--- src/rtl/logic_exec_stage.sv ---
// Single-cycle bitwise logic execute stage (AND/OR/XOR/ANDN) with an output register and one-entry skid buffer.
// Optional transfer counter on port perf_count when LOGIC_EXEC_STAGE_PERF_CNT_EN is defined.
module logic_exec_stage #(
    parameter int OPERANDSIZE = 64,
    parameter int TAGSIZE     = 5
) (
    input  logic                   clk,
    input  logic                   rst,
    input  logic                   in_valid,
    output logic                   in_ready,
    input  logic [1:0]             in_op,
    input  logic [OPERANDSIZE-1:0] in_a,
    input  logic [OPERANDSIZE-1:0] in_b,
    input  logic [TAGSIZE-1:0]     in_rd,
    output logic                   out_valid,
    input  logic                   out_ready,
    output logic [OPERANDSIZE-1:0] out_result,
    output logic [TAGSIZE-1:0]     out_rd,
    output logic                   out_zero
`ifdef LOGIC_EXEC_STAGE_PERF_CNT_EN
    ,
    output logic [31:0]            perf_count
`endif
);

    typedef enum logic [1:0] {
        OP_AND  = 2'b00,
        OP_OR   = 2'b01,
        OP_XOR  = 2'b10,
        OP_ANDN = 2'b11
    } op_e;

    typedef enum logic [1:0] {
        EMPTY,
        ONE,
        FULL
    } state_e;

    state_e state, next_state;

    logic                   in_ready_q;
    logic                   accept;
    logic                   xfer;
    logic [OPERANDSIZE-1:0] new_result;
    logic                   new_zero;
    logic                   load_main_in;
    logic                   load_main_skid;
    logic                   load_skid;

    logic [OPERANDSIZE-1:0] main_result, skid_result;
    logic [TAGSIZE-1:0]     main_rd, skid_rd;
    logic                   main_zero, skid_zero;

    assign in_ready   = in_ready_q;
    assign accept     = in_valid && in_ready_q;
    assign xfer       = out_valid && out_ready;
    assign out_result = main_result;
    assign out_rd     = main_rd;
    assign out_zero   = main_zero;

    always_comb begin
        unique case (op_e'(in_op))
            OP_AND:  new_result = in_a & in_b;
            OP_OR:   new_result = in_a | in_b;
            OP_XOR:  new_result = in_a ^ in_b;
            OP_ANDN: new_result = in_a & ~in_b;
            default: new_result = '0;
        endcase
    end

    // Zero flag is computed once at load time and travels with the data through skid and main.
    assign new_zero = (new_result == '0);

    // NOTE: every comb output gets a default first, so no path leaves it unassigned and no latch is inferred.
    always_comb begin
        next_state = state;
        unique case (state)
            EMPTY: if (accept) next_state = ONE;
            ONE: begin
                if (accept && !xfer)      next_state = FULL;
                else if (!accept && xfer) next_state = EMPTY;
            end
            FULL:    if (xfer) next_state = ONE;
            default: next_state = EMPTY;
        endcase
    end

    always_comb begin
        out_valid      = (state != EMPTY);
        load_main_in   = 1'b0;
        load_main_skid = 1'b0;
        load_skid      = 1'b0;
        unique case (state)
            EMPTY: load_main_in = accept;
            ONE: begin
                load_main_in = accept && xfer;
                load_skid    = accept && !xfer;
            end
            FULL:    load_main_skid = xfer;
            default: ;
        endcase
    end

    // NOTE: sequential state uses non-blocking assignments so every flop samples pre-edge values.
    always_ff @(posedge clk) begin
        if (rst) begin
            state      <= EMPTY;
            in_ready_q <= 1'b1;
        end else begin
            state      <= next_state;
            in_ready_q <= (next_state != FULL);
        end
    end

    // NOTE: datapath registers are reset too, because the reset values of out_result/out_rd/out_zero are visible.
    always_ff @(posedge clk) begin
        if (rst) begin
            main_result <= '0;
            main_rd     <= '0;
            main_zero   <= 1'b1;
            skid_result <= '0;
            skid_rd     <= '0;
            skid_zero   <= 1'b1;
        end else begin
            if (load_main_in) begin
                main_result <= new_result;
                main_rd     <= in_rd;
                main_zero   <= new_zero;
            end else if (load_main_skid) begin
                main_result <= skid_result;
                main_rd     <= skid_rd;
                main_zero   <= skid_zero;
            end
            if (load_skid) begin
                skid_result <= new_result;
                skid_rd     <= in_rd;
                skid_zero   <= new_zero;
            end
        end
    end

`ifdef LOGIC_EXEC_STAGE_PERF_CNT_EN
    logic [31:0] perf_cnt;

    always_ff @(posedge clk) begin
        if (rst) begin
            perf_cnt <= '0;
        end else if (xfer && (perf_cnt != 32'hFFFF_FFFF)) begin
            perf_cnt <= perf_cnt + 32'd1;
        end
    end

    assign perf_count = perf_cnt;
`endif

endmodule
--- config.mk ---
export PLATFORM = sky130hd
export DESIGN_NAME = logic_exec_stage
export DESIGN_NICKNAME = d
export VERILOG_FILES = /design/src/rtl/logic_exec_stage.sv
export SDC_FILE = /design/constraint.sdc
export NUM_CORES = 1
export LEC_CHECK = 0
export CAP_MARGIN = 15
export CORE_UTILIZATION = 52
export CTS_CLUSTER_SIZE = 24
export DETAILED_ROUTE_END_ITERATION = 10
export HOLD_SLACK_MARGIN = 0.02
export PLACE_DENSITY = 0.84
export SETUP_SLACK_MARGIN = 0.3
export SYNTH_ARGS = -nofsm -noshare
export SYNTH_HDL_FRONTEND = slang
export SYNTH_SLANG_ARGS = --single-unit
--- constraint.sdc ---
create_clock -name clk -period 3.43 [get_ports clk]
set_clock_uncertainty 0.1 [all_clocks]
set_input_delay 0.686 -clock clk [delete_from_list [all_inputs] [get_ports clk]]
set_output_delay 0.686 -clock clk [all_outputs]
set_load 0.01 [all_outputs]
==> results of run 1 <==
how the worst min path moves through the flow:
stage | cells after the start | startpoint | to | slack (ps)
6_report | 2 | out_result[31]$_SDFFE_PP0P_ | out_result[31]$_SDFFE_PP0P_ | 350
3_5_place_dp | 2 | skid_rd[2]$_SDFFE_PP0P_ | skid_rd[2]$_SDFFE_PP0P_ | 350
4_1_cts | 2 | skid_rd[2]$_SDFFE_PP0P_ | skid_rd[2]$_SDFFE_PP0P_ | 350
3_3_place_gp | 2 | out_result[31]$_SDFFE_PP0P_ | out_result[31]$_SDFFE_PP0P_ | 340
5_1_grt | 2 | out_result[31]$_SDFFE_PP0P_ | out_result[31]$_SDFFE_PP0P_ | 370
2_1_floorplan | 2 | skid_rd[0]$_SDFFE_PP0P_ | skid_rd[0]$_SDFFE_PP0P_ | 340
registers in the layout, summed over array words and instances, names as in the netlist:
name,cells
out_result,64
skid_result,64
out_rd,5
skid_rd,5
state,2
in_ready,1
out_zero,1
skid_zero,1
logic make-up after synthesis:
family / Yosys count
AOI/OAI and AO/OA: 311
and+or+nand+nor: 451
DFF: 143
muxes: 3
buffers and inverters: 259
adders and majority gates: 67
xor gates and xnor gates: 64
routing by layer:
metal	share of wire	wire [um]	global-route usage	up-vias
met5	0	0	0	-
met4	0.023	656	0.0901	0
met3	0.081	2360	0.0552	49
met2	0.46	13300	0.499	435
met1	0.44	12600	0.427	4511
li1	-	-	-	4805
worst reg2reg max path, stage by stage, from the launching register on:
cell and delay (ps):
dfxtp_1 320, nand2_1 90, or2_2 340, nor2_4 180, buf_4 280, nor2_1 70, a211oi_1 320, a21oi_1 70
nor2_1 150
layout by cell type, fill, tap and decap left out, drive strengths merged, types with 4 or more instances in the layout:
cell type      instances
o211ai                 6
a221oi                31
inv                  172
a31oi                 16
nand3                  9
dfxtp                143
a311oi                16
a211oi                49
clkbuf                18
a2bb2oi               14
o41ai                  4
nor4                   6
nor2                 192
a21oi                105
and3                   8
a22oi                 21
nand2                167
xor2                  61
buf                   74
ha                    67
nand4                  8
nand2b                 8
clkdlybuf4s50        209
o21ai                 28
nor3                  41
clkinv                 4
o21a                   7
metrics by stage:
step | std cells | hold WS [ps] | area [sq um]
after CTS | 1743 | 355 | 12500
after global placement | 1711 | 338 | 12000
after detailed placement | 1711 | 347 | 12000
after global routing | 1744 | 366 | 12600
final | 1744 | 352 | 12600
after floorplan | 1298 | 337 | 9390
power breakdown:
| group | switching (mW) | total, mW | internal [mW] |
|---|---|---|---|
| clock | 0.769 | 1.74 | 0.967 |
| sequential | 0.0633 | 1.83 | 1.77 |
| combinational | 0.805 | 1.50 | 0.692 |
timing repair:
action	4_1_cts	5_1_grt
endpoints found under the setup margin	0	2
buffers inserted	0	1
resized for setup	0	15
layout make-up:
class                   count  area (sq um)  share of cell area
inverters                 165           624              0.0495
multi-input cells         896          5500               0.436
repair buffers            283          2780               0.220
flip-flops and latches    143          2860               0.227
well taps                 225           282              0.0223
clock buffers              18           439              0.0348
clock inverters            14           120             0.00953
==> summary.txt, run 1 <==
Status
  – Status: finished clean

STA
  – Final setup fails: 0
  – Final worst slack: 406 ps
  – Slew margin rel.: 0.457
  – Fmax: about 0.33 GHz
  – Tmin final: 3020 ps
  – Unrepaired setup endpoints after global routing: true
  – Final-report hold violation count: 0
  – Worst Max-Slew Pin Slew: 814 ps
  – Final Max Slew Viols: 0
  – Setup TNS: 0 ps
  – Tcrit/Tclk final: 0.882

Setup path
  – Worst EP required: 3650 ps
  – Critical path peak fanout: 15
  – R2r setup slk: around 1400 ps
  – Cell mode on critical path: nand2_1
  – Buf/Inv on CP: 4
  – Slowest stage cell on the critical path: clkdlybuf4s50_1
  – Worst Setup EP: out_zero$_SDFFE_PP1P_
  – Worst path max stage delay: 520 ps
  – CP Cell Sequence: clkdlybuf4s50_1 -> inv_1 -> ha_4 -> buf_4 -> buf_12 -> nand2_1 -> a21oi_1 -> a31oi_1 -> nand2_1 -> nor3_1 -> nand4_1 -> o41ai_2
  – Setup Crit Path Kind: in2reg
  – Critical Path End Type: flop
  – Worst flop-to-flop path startpoint: in_ready$_SDFF_PP1_
  – Critical path startpoint: in_op[0]
  – Levels on crit path: 12
  – Arr. time, crit path: 3240 ps
  – R2R cell count: 8
  – CP startpoint kind: primary input
  – Top delay family on crit path: buffers and inverters
  – Worst flop-to-flop path endpoint: out_result[4]$_SDFFE_PP0P_

Synthesis
  – Cell taking the most area after synthesis: dfxtp_1
  – Synth cell count leaders: nor2_1, nand2_1, inv_1
  – Synth Area in Compound Gates: 0.224
  – Post-synthesis xor/xnor area fraction: 0.0605
  – Post-synth EDFFs: 0
  – Count of cell types in the netlist: 58
  – Mapped Nets: 1504
  – Simple-gate share of the synthesized area: 0.200
  – Main combinational cell family by area after synthesis: compound AO/OA/AOI/OAI gates
  – Adder-cell share of the synthesized area: 0.0893
  – Synth Instances: approximately 1300
  – Mean Syn Cell Area: 7.24 sq um
  – Area share of the largest cell type after synthesis: 0.305
  – Register area share after synthesis: 0.305
  – Asr flop ratio synth: 0
  – Top_reg_cell synth: dfxtp_1
  – Fraction of synthesized area in multiplexers: 0.00333
  – Post-synthesis register bit count: 143
  – Synth warnings: 0
  – Most instantiated library cell after synthesis: nor2_1
  – Synth top area cells: dfxtp_1, ha_1, nor2_1, nand2_1, inv_1
  – Post-synth design cell area: 0.00939 sq mm

Finish
  – Area grow syn2layout: 34.2%
  – Fin util: 0.721
  – Nets@finish: 1712
  – FILL cells: 1360
  – ANT cells: 0
  – Fraction of layout cells with a size suffix above 1: 0.0843

Pwr
  – Pleak: between 5 and 6 nW
  – Pwr Total: roughly 5 mW
  – Worst vdd ir: 0.000424 V
  – Power per Cell Area: roughly 400 mW/mm^2

Floorplanning
  – Die area: 0.0186 sq mm
  – Die Ht: 136 um
  – # IOs: approximately 210
  – Row count: 48
  – Core area: 0.0175 sq mm
  – Initial core utilization: 0.537
  – Die width: 136 um

Min path
  – Hold WC Path Type: reg2reg

Global route
  – First-pass GRT wire length: roughly 45000 um
  – GRT overflow: 0
  – Antenna violations before repair: 0
  – All-layer global routing usage: 0.312
  – Vias in the first global route: 8802
  – Largest net degree at the start of global routing: 79

Run
  – MaxCap Viol Count: 0

Clock tree
  – CTS tree: done
  – Reg clk slew, reported paths: about 70 ps
  – Hold_buf cts: 0
  – Clk Latency, worst-skew pair: 410 ps
  – H-tree Lvls: 4
  – TritonCTS Sinks: 143
  – CTS Buffer Depth: 2
  – CTS Buf Count: 17
  – Clock Tree Root: clkbuf_16

Drt
  – Routed vias: 9800
  – Antenna viol nets, final: 0
  – Initial drt markers: 1003
  – WL/cell: 16.6 um
  – DRC: 0
  – DR vias/cell: ~5.6
  – Total Routed Length: between 20000 and 30000 um
  – First-pass detailed-route iteration total: 6

Place
  – Hpwl dp: 21800 um
  – Pre-CTS WS: -66.5 ps
  – RD Place Congestion: 0.911
  – PortBufs: 210
(Power assumes the default switching activity.)
==> run 2: changes to the inputs <==
RECOVER_POWER = 100   (was unset)
REMOVE_ABC_BUFFERS = 1   (was unset)
SKIP_CTS_REPAIR_TIMING = 1   (was unset)
==> summary.txt, run 2 (same netlist as run 1, synthesis figures left out) <==
Status
  – Status: finished clean

Pwr
  – Pleak: 5.63 nW (+3.9%)
  – Pwr Total: 5.11 mW (+0.87%)
  – Worst vdd ir: 0.000355 V (-16%)
  – Power per Cell Area: 403 mW/mm^2 (+0.36%)

Floorplanning
  – Initial core utilization: 0.537 (unchanged)
  – Die width: 136 um (unchanged)
  – Die area: 0.0186 sq mm (unchanged)
  – Core area: 0.0175 sq mm (unchanged)
  – Row count: 48 (unchanged)
  – Die Ht: 136 um (unchanged)
  – # IOs: 211 (unchanged)

Finish
  – Fraction of layout cells with a size suffix above 1: 0.0817 (-0.00253)
  – FILL cells: 1366 (+0.44%)
  – Multi-input logic area: 0.00553 sq mm (+0.57%)
  – FF+latch area: 0.00286 sq mm (unchanged)
  – Commonest non-fill, non-tap cell in the layout: nor2_1
  – Nets@finish: 1710 (-0.12%)
  – Most frequent cells in the layout: nor2_1, nand2_1, inv_1
  – Layout Cells excl Fill: 1743 (-0.057%)
  – Fin util: 0.725 (+0.00365)
  – Area grow syn2layout: 34.9%

Clock tree
  – Reg clk slew, reported paths: 60 ps (about the same)
  – CTS tree: done
  – CTS Buf Count: 17 (unchanged)
  – Clock Tree Root: clkbuf_16
  – H-tree Lvls: 4 (unchanged)
  – Clk Latency, worst-skew pair: 430 ps (+20 ps)
  – TritonCTS Sinks: 143 (unchanged)
  – CTS Buffer Depth: 2 (unchanged)

STA
  – Final Max Slew Viols: 0 (unchanged)
  – Final setup fails: 0 (unchanged)
  – Unrepaired setup endpoints after global routing: false
  – Worst Max-Slew Pin Slew: 1210 ps (+394 ps)
  – Final worst slack: 323 ps (-82.6 ps)
  – Fmax: 0.322 GHz (-2.7%)
  – Tcrit/Tclk final: 0.906 (+0.0241)
  – Setup TNS: 0 ps (unchanged)
  – Slew margin rel.: 0.194 (-0.263)
  – Tmin final: 3110 ps (+82.6 ps)
  – Final-report hold violation count: 0 (unchanged)

Global route
  – Vias in the first global route: 9378 (+6.5%)
  – First-pass GRT wire length: 45800 um (+2.2%)
  – All-layer global routing usage: 0.312 (-0.000826)
  – Largest net degree at the start of global routing: 75 (-5.1%)
  – GRT overflow: 0 (unchanged)
  – Antenna violations before repair: 1 (+1)

Setup path
  – Worst EP required: 3690 ps (+40 ps)
  – Critical path startpoint: in_valid
  – Arr. time, crit path: 3360 ps (+120 ps)
  – Critical Path End Type: flop
  – CP Cell Sequence: dlygate4sd3_1 -> nand2_1 -> or2_2 -> nor2_1 -> nor2_1 -> buf_12 -> a211oi_1 -> a21oi_1 -> nor2_1
  – Critical path peak fanout: 36 (+21)
  – Worst flop-to-flop path startpoint: in_ready$_SDFF_PP1_
  – Slowest stage cell on the critical path: nor2_1
  – Worst path max stage delay: 650 ps (+130 ps)
  – Cell mode on critical path: nor2_1
  – CP startpoint kind: primary input
  – Setup Crit Path Kind: in2reg

Place
  – PortBufs: 210 (unchanged)
  – # placed instances: 1705 (-0.35%)
  – Pre-CTS WS: -89.8 ps (-23.2 ps)
  – Hpwl dp: 20300 um (-6.9%)
  – RD Place Congestion: 0.890 (-2.3%)

Drt
  – DRC: 0 (unchanged)
  – Total Routed Length: 29100 um (+0.30%)
  – Initial drt markers: 794 (-21%)
  – Antenna viol nets, final: 0 (unchanged)
  – First-pass detailed-route iteration total: 6 (unchanged)
  – Routed vias: 9891 (+0.93%)
  – DR vias/cell: 5.67 (+0.99%)
  – WL/cell: 16.7 um (+0.36%)

Min path
  – Critical hold path startpoint: out_result[24]$_SDFFE_PP0P_
  – Hold WC Path Type: reg2reg

Run
  – MaxCap Viol Count: 0 (unchanged)
run 2: changes by cell type in the layout (fill, tap and decap cells not counted), moves of 4 or more:
cell	before	now
clkbuf_1	0	5
buf_12	9	13
clkdlybuf4s50_1	209	132
dlygate4sd3_1	0	75
buf_4	61	54
inv_6	6	1
buf_6	4	0
run 2: final timing paths:
path | end | slack, ps | cells after the start
setup / recovery | out_result[20]$_SDFFE_PP0P_ | 320 | 9
hold / removal | out_result[24]$_SDFFE_PP0P_ | 350 | 2
setup reg to reg | out_result[20]$_SDFFE_PP0P_ | 790 | 8
hold reg to reg | out_result[24]$_SDFFE_PP0P_ | 350 | 2
run 2: power by group:
group	switching, mW	internal [mW]	leakage [nW]
Sequential	0.0602	1.77	1.17
Combinational	0.770	0.653	4.19
Clock	0.764	1.09	0.269
Total	1.59	3.51	5.63
run 2: stage by stage:
step / area, sq um / hold slack [ps]
floorplan: 8900 / 331
global placement: 12000 / 342
detailed placement: 12000 / 347
CTS: 12600 / 357
global route: 12700 / 369
finish: 12700 / 350
run 2: worst max-delay path, delay by kind of cell:
| family | cells | cell delay, ps |
|---|---|---|
| buffers and inverters | 2 | 780 |
| and+or+nand+nor | 5 | 1450 |
| AOI/OAI and AO/OA | 2 | 440 |
run 2: routing by layer:
layer	track usage	part of all wire	wire length, um	vias up
met4	0.125	0.029	855	0
met2	0.516	0.47	13500	435
met5	0	0	0	-
met1	0.406	0.43	12600	4583
met3	0.0425	0.072	2100	70
li1	-	-	-	4803
run 2: final cells by class:
class | instances | area share
inverters | 165 | 0.0490
diodes | 1 | 0.000198
repair buffers | 281 | 0.220
multi-input cells | 896 | 0.437
clock buffers | 20 | 0.0353
well taps | 225 | 0.0222
flip-flops and latches | 143 | 0.226
clock inverters | 12 | 0.0109
